<file path="config.mk">
export PLATFORM = sky130hd
export DESIGN_NAME = radix4_otf_converter
export DESIGN_NICKNAME = d
export VERILOG_FILES = /design/src/rtl/radix4_otf_converter.sv
export SDC_FILE = /design/constraint.sdc
export NUM_CORES = 1
export LEC_CHECK = 0
export CAP_MARGIN = 5
export CORE_UTILIZATION = 35
export CTS_CLUSTER_DIAMETER = 80
export DETAILED_ROUTE_END_ITERATION = 10
export GPL_TIMING_DRIVEN = 0
export SLEW_MARGIN = 20
export SYNTH_ARGS = -nofsm -noshare
export SYNTH_HDL_FRONTEND = slang
export SYNTH_SLANG_ARGS = --single-unit
</file>
<file path="constraint.sdc">
create_clock -name clk -period 3.9 [get_ports clk]
set_clock_uncertainty 0.05 [all_clocks]
set_input_delay 0.78 -clock clk [delete_from_list [all_inputs] [get_ports clk]]
set_output_delay 0.78 -clock clk [all_outputs]
set_load 0.005 [all_outputs]
</file>
<file path="src/rtl/radix4_otf_converter.sv">
// Radix-4 on-the-fly converter: signed digits in, MSD first, two's complement out.
// Q/QM are built by 2-bit appends only, so no carry chain sits on the digit path.
module radix4_otf_converter #(
  parameter int no_of_digits = 4,
  parameter int radix_bits = 3,
  localparam int W = 2*no_of_digits+1,
  localparam int CW = $clog2(no_of_digits+1)
) (
  input  logic                  clk,
  input  logic                  reset_n,
  input  logic                  start,
  input  logic                  digit_valid,
  input  logic [radix_bits-1:0] p_j,
  output logic [W-1:0]          result,
  output logic                  result_valid,
  output logic                  busy,
  output logic                  digit_err
);

  typedef enum logic {
    IDLE,
    CONV
  } state_t;

  state_t state;

  logic [W-1:0]  q;
  logic [W-1:0]  qm;
  logic [CW-1:0] cnt;

  logic [W-1:0]          q_base;
  logic [W-1:0]          qm_base;
  logic [CW-1:0]         cnt_base;
  logic [CW-1:0]         cnt_inc;
  logic [radix_bits-1:0] d;
  logic [1:0]            dl;
  logic [1:0]            q_tail;
  logic [1:0]            qm_tail;
  logic [W-1:0]          q_src;
  logic [W-1:0]          qm_src;
  logic [W-1:0]          q_nxt;
  logic [W-1:0]          qm_nxt;
  logic                  accept;
  logic                  illegal;
  logic                  neg;
  logic                  pos;
  logic                  last;

  always_comb begin
    q_base   = start ? '0 : q;
    qm_base  = start ? '1 : qm;
    cnt_base = start ? '0 : cnt;
    cnt_inc  = cnt_base + CW'(1);

    accept  = digit_valid && (start || state == CONV);
    illegal = p_j == radix_bits'(3'b100);
    d       = illegal ? '0 : p_j;
    dl      = d[1:0];
    neg     = d[radix_bits-1];
    pos     = !neg && (dl != 2'd0);

    // 4+p and p mod 4 agree; p-1 and 3+p also agree mod 4
    q_tail  = dl;
    qm_tail = dl - 2'd1;

    q_src  = neg ? qm_base : q_base;
    qm_src = pos ? q_base : qm_base;
    q_nxt  = (q_src << 2) | W'(q_tail);
    qm_nxt = (qm_src << 2) | W'(qm_tail);

    last = accept && (cnt_inc == CW'(no_of_digits));
  end

  always_ff @(posedge clk or negedge reset_n) begin
    if (!reset_n) begin
      state        <= IDLE;
      q            <= '0;
      qm           <= '1;
      cnt          <= '0;
      result       <= '0;
      result_valid <= 1'b0;
      busy         <= 1'b0;
      digit_err    <= 1'b0;
    end else begin
      if (accept) begin
        q   <= q_nxt;
        qm  <= qm_nxt;
        cnt <= cnt_inc;
      end else if (start) begin
        q   <= '0;
        qm  <= '1;
        cnt <= '0;
      end

      if (last)
        state <= IDLE;
      else if (start)
        state <= CONV;

      busy         <= !last && (start || busy);
      result_valid <= last;
      if (last)
        result <= q_nxt;

      if (start)
        digit_err <= accept && illegal;
      else if (accept && illegal)
        digit_err <= 1'b1;
    end
  end

endmodule

</file>
==> metrics.txt, run 1 <==
clock share of power 36.5%; Area Growth Syn to Fin 22.5%; TritonCTS Buffers 5; CTS tree built; Clock Path Buffers 2; initial antenna violation count 0; Initial Util 36.6%; fmax 379 MHz; Crit. End Element register; DP Wirelength 2.12 mm; FF+latch count, synth 30; vias 1064; Worst Setup EP result[2]; Worst-path clk slew 60 ps; multiplexer share of the synthesized area 9.49%; main combinational cell family by area after synthesis compound AO/OA/AOI/OAI gates; r2r setup slk 2040 ps; Die Wd 66.7 um; crit path max fanout 10; sequential share of the synthesized area 51.9%; Setup violations, final 0; setup TNS 0 ps; Avg Cell Area, Syn 11.3 um2; Hold WC Path Type register to register; Finished Cell Area 0.00179 mm2; die footprint 0.00444 mm2; DRC 0; deepest level of the CTS H-tree 2; first-pass GRT wire length 5.25 mm; Final Hold Vio Count 0; die height 66.7 um; max-capacitance violation count 0; Post-Synth Adder-Cell Area 3.42%; DRT Pass-1 Iters 4; P_sw 0.000177 W; vias in the first global route 1097; Root Driver clkbuf_8; post-route minimum period 2640 ps; Simple-Gate Fraction of Synth Area 11.8%; Mapped Cells 129; final net count 165; fin crit share 67.6%; post-synthesis net count 140; row cnt 23; Synth Area in Compound Gates 18.4%; pre-CTS setup slack 967 ps; cell-internal power 0.000526 W; gpl congestion 0.824; GRT overflow 0; clock sink count 30; WL per Instance 15.5 um; largest net degree at the start of global routing 31; Syn. warnings 0; worst-skew pair later-pin latency 280 ps; Final Max Tran Viols 0; VDD IR-drop max 0.000244 V; Slew @ Worst Pin 662 ps; number of port buffers 18; drt total wl 3.18 mm; Leak Pwr 0.761 nW; Synth Area in XOR/XNOR 1.20%; synth unique cells 32; Seq pwr share 50.2%; CP Launch Point start; startpoint types primary input; I/O Pins 19; Synth top area share 39.3%; Setup WS post-layout 1260 ps; CORE AREA 0.00400 mm2; Placed Area 0.00170 mm2; Comb power frac 13.4%; Initial DRC Count 39; Antenna Diode Count 0; switch share 25.1%; WS Path Type primary input to register; Post-CTS Setup Repair Bufs 0; R2R cell count 6; area leader, netlist dfrtp_1; Hold-fix buffers, CTS 0; # resized after CTS 0; RSZ-0062 raised after global routing false; cell area power density 392 mW/mm2; Critical Path RT 4010 ps; Total GRT Usage 16.4%; proportion of layout cells with a drive suffix above 1 23.2%; ranking of synthesized cells by area dfrtp_1, dfstp_2, mux2_4; Worst R2R End result[2]; Slew Limit Headroom 55.8%; R2R Path Start cnt[0]; status finished, final reports clean; via-per-instance ratio 5.19; ANT nets after route 0; Mapped Area 0.00146 mm2; Arr. time, crit path 2750 ps
[per-stage QoR]
stage / hold WS, ps / instances / total power, W / utilization, %
after floorplan: 433 / 129 / 0.000416 / -
after global placement: 429 / 197 / 0.000449 / 42.7
after detailed placement: 436 / 197 / 0.000451 / 42.5
after CTS: 450 / 205 / 0.000712 / 44.8
after global routing: 468 / 205 / 0.000731 / 44.8
final: 439 / 205 / 0.000702 / 44.8
[logic make-up after synthesis]
logic type	Yosys count
AOI/OAI and AO/OA	37
xor gates and xnor gates	2
adders and majority gates	4
buffers and inverters	9
DFF	30
muxes	10
and+or+nand+nor	37
[cells in the mapped netlist, drive strengths merged]
library cell and n:
a32o 1, and2b 1, a21boi 1, nand2 13, nand3b 1, a2bb2oi 7, nor2 12, o21ai 4
nor3 3, a221oi 3, xnor2 2, mux2 10, nand2b 1, a21oi 9, inv 3, or3 1
dfstp 7, nor2b 5, a22oi 5, a211oi 2, buf 6, ha 4, o22ai 5, dfrtp 23
[worst min path at each step]
stage	startpoint	endpoint	slack, ps	cells past startpoint
after global routing	busy	busy	470	2
after detailed placement	busy	busy	440	2
after floorplan	reset_n	busy	430	0
after global placement	busy	busy	430	2
after CTS	busy	busy	450	2
final	busy	busy	440	2
[cell type report]
type                            count  area (um2)
Buffer                              6        45.0
Clock buffer                        7        86.3
Clock inverter                      1        5.00
Fill cell                         383        2210
Inverter                            3        11.3
Multi-Input combinational cell     90         648
Sequential cell                    30         759
Tap cell                           50        62.6
Timing Repair Buffer               18         175
[layout by cell type, fill, tap and decap left out, drive strengths merged, types with 3 or more instances in the layout]
cell and n:
nor2b 5, buf 7, o21ai 4, nor2 12, a22oi 5, nor3 3, nand2 13, clkdlybuf4s50 17
a2bb2oi 7, dfstp 7, clkbuf 7, mux2 10, ha 4, inv 3, o22ai 5, dfrtp 23
a21oi 9, a221oi 3
[metal layers]
layer / share of wire [%] / up-vias / global-route usage, %
li1: - / 515 / -
met1: 46 / 520 / 19.8
met2: 48 / 27 / 26.8
met3: 5.6 / 2 / 4.97
met4: 0.31 / 0 / 7.18
met5: 0 / - / 0
[power groups by stage]
stage / Combinational, W / Clock (W) / Sequential (W)
floorplan: 0.0000614 / 0 / 0.000354
global placement: 0.0000923 / 0 / 0.000357
global route: 0.000105 / 0.000272 / 0.000355
detailed placement: 0.0000939 / 0 / 0.000357
CTS: 0.0000946 / 0.000265 / 0.000352
finish: 0.0000939 / 0.000256 / 0.000352
[sequential cells by signal, indices dropped and copies added (netlist names)]
register and flops:
result 9, cnt 3, q 7, busy 1
qm 7, state 1, result_valid 1, digit_err 1
[critical path, cell delays in order]
cell and delay (ps):
clkdlybuf4s50_1 500, buf_4 190, nor2b_1 100, ha_1 250, nand3b_1 220, a21oi_4 200, buf_8 180, mux2_4 310
Power figures use the tool's default switching activity.
==> run 2, diff against run 1 <==
==> constraint.sdc (replaced) <==
create_clock -name clk -period 2.28 [get_ports clk]
set_clock_uncertainty 0.05 [all_clocks]
set_input_delay 0.456 -clock clk [delete_from_list [all_inputs] [get_ports clk]]
set_output_delay 0.456 -clock clk [all_outputs]
set_load 0.005 [all_outputs]
==> run 2 against run 1 <==
- register-to-register slack worse by 1600 ps
- non-clock buffer count is 2 higher
- combinational power rose by 75%
- cell count up 0.98%
- clock power grew 72%
- sequential power increased by 71%
- critical path depth unchanged
- global-route usage barely moved
- power is 72% higher
- via count rose by 0.75%
- core utilization is 0.66 points higher
- die area unchanged
- critical endpoint unchanged
- largest cell class unchanged
- largest power group unchanged
==> metrics.txt, run 2 (synthesis results as in run 1) <==
Largest regs result: 9 flops, q: 7 flops, qm: 7 flops; Initial DRC Count 35 (-10%); clock sink count 30 (unchanged); gpl congestion 0.824 (unchanged); fmax 467 MHz; Die Wd 66.7 um (unchanged); Largest register FFs 9 (unchanged); Antenna Diode Count 0 (unchanged); crit path max fanout 10 (unchanged); RSZ-0062 raised after global routing false; worst-skew pair later-pin latency 280 ps (about the same); CTS tree built; crit-path max cell delay 510 ps (about the same); die height 66.7 um (unchanged); CP Launch Point start; number of port buffers 18 (unchanged); Clock Path Buffers 2 (unchanged); CORE AREA 0.00400 mm2 (unchanged); deepest level of the CTS H-tree 2 (unchanged); post-route minimum period 2140 ps; pre-CTS setup slack -329 ps (-1300 ps); Final Non-Filler Cells 207 (+0.98%); status finished, final reports clean; commonest non-fill, non-tap cell in the layout dfrtp_1; die footprint 0.00444 mm2 (unchanged); crit path cell chain clkdlybuf4s50_1 -> buf_6 -> nor2b_2 -> ha_1 -> nand3b_1 -> a21oi_4 -> buf_12 -> mux2_4; Total GRT Usage 16.4% (+0.036 points); Initial Util 36.6% (unchanged); TritonCTS Buffers 5 (unchanged); Worst R2R End result[2]; final net count 167 (+1.2%); vias in the first global route 1109 (+1.1%); Final Max Tran Viols 0 (unchanged); r2r setup slk 470 ps (-1570 ps); Root Driver clkbuf_8; R2R Path Start cnt[0]; WS Path Type primary input to register; DP Wirelength 2.12 mm (unchanged); Crit. End Element register; vias 1072 (+0.75%); GRT overflow 0 (unchanged); initial antenna violation count 0 (unchanged); first-pass GRT wire length 5.27 mm (+0.40%); Worst-path clk slew 60 ps (about the same); Slew @ Worst Pin 666 ps (+4.05 ps); Setup violations, final 0 (unchanged); drt total wl 3.21 mm (+0.98%); R2R cell count 6 (unchanged); Biggest register result; Crit-path slowest cell clkdlybuf4s50_1; most frequent cells in the layout dfrtp_1, clkdlybuf4s50_1, nor2_1, nand2_1, a21oi_1; Hold-fix buffers, CTS 0 (unchanged); DRT Pass-1 Iters 4 (unchanged); Area Growth Syn to Fin 24.3%; largest net degree at the start of global routing 31 (unchanged); max-capacitance violation count 0 (unchanged); fin crit share 94.0%; Arr. time, crit path 2260 ps (-490 ps); via-per-instance ratio 5.18 (-0.22%); DRC 0 (unchanged); I/O Pins 19 (unchanged); Critical Path RT 2400 ps (-1610 ps); DP Cell Count 197 (unchanged); Final Hold Vio Count 0 (unchanged); Setup WS post-layout 138 ps (-1130 ps); row cnt 23 (unchanged); Hold WC Path Type primary input to asynchronous set/reset pin; Leak Pwr 0.775 nW (+1.8%); cell area power density 664 mW/mm2 (+70%); proportion of layout cells with a drive suffix above 1 24.8% (+1.6 points); Slew Limit Headroom 55.6% (-0.27 points); WL per Instance 15.5 um (about the same); Total Power 0.00121 W (+72%); VDD IR-drop max 0.000418 V (+71%); ANT nets after route 0 (unchanged); startpoint types primary input
[run 2: changes by cell type in the layout (fill, tap and decap cells not counted)]
cell,before,now
buf_8,1,0
buf_12,0,1
buf_4,2,3
nor2b_2,0,1
buf_6,0,1
nor2b_1,5,4
[run 2: per-stage QoR]
stage	utilization (%)	hold slack (ps)	area, um2	TNS, ps
2_1_floorplan	-	110	1460	0
6_report	45.5	148	1820	0
4_1_cts	45.1	177	1800	0
5_1_grt	45.5	213	1820	0
3_3_place_gp	42.7	429	1710	-2430
3_5_place_dp	42.5	436	1700	-2740
[run 2: repair_timing]
| item | 4_1_cts | 5_1_grt |
|---|---|---|
| setup endpoints to repair | 7 | 9 |
| pin swaps | 1 | 1 |
| gates resized for setup | 1 | 2 |
| hold endpoints to repair | 0 | 0 |
| buffers inserted | 1 | 1 |
[run 2: power breakdown]
part	internal (W)	total (W)	switching, W
Clock	0.000243	0.000441	0.000198
Combinational	0.0000785	0.000164	0.0000851
Sequential	0.000580	0.000603	0.0000230
[run 2: area by class of cell]
class                      count  area (um2)
buffer                         6        53.8
multi-input combinational     90         651
clock inverter                 1        5.00
inverter                       3        11.3
sequential                    30         759
fill                         379        2180
clock buffer                   7        86.3
tap                           50        62.6
timing repair buffer          20         190
[run 2: how the worst max path moves through the flow]
stage          slack (ps)   endpoint  cells after the start
6_report              140  result[2]                      8
5_1_grt                60  result[2]                      8
4_1_cts                 8  result[2]                      8
3_5_place_dp         -330  result[2]                      8
3_3_place_gp         -300  result[2]                      8
2_1_floorplan         360  result[0]                      7
[run 2: metal layers]
| layer | part of all wire [%] | GRT usage (%) | vias to the layer above |
|---|---|---|---|
| met2 | 48 | 27.0 | 22 |
| met1 | 46 | 19.7 | 531 |
| met5 | 0 | 0 | - |
| met4 | 1.4 | 7.18 | 0 |
| met3 | 4.7 | 4.97 | 4 |
| li1 | - | - | 515 |
[run 2: worst max-delay path: cells and delay by family]
family                     cells  cell delay [ps]
buffers and inverters          3              790
AOI/OAI and AO/OA              1              190
adders and majority gates      1              240
and+or+nand+nor                2              270
muxes                          1              300
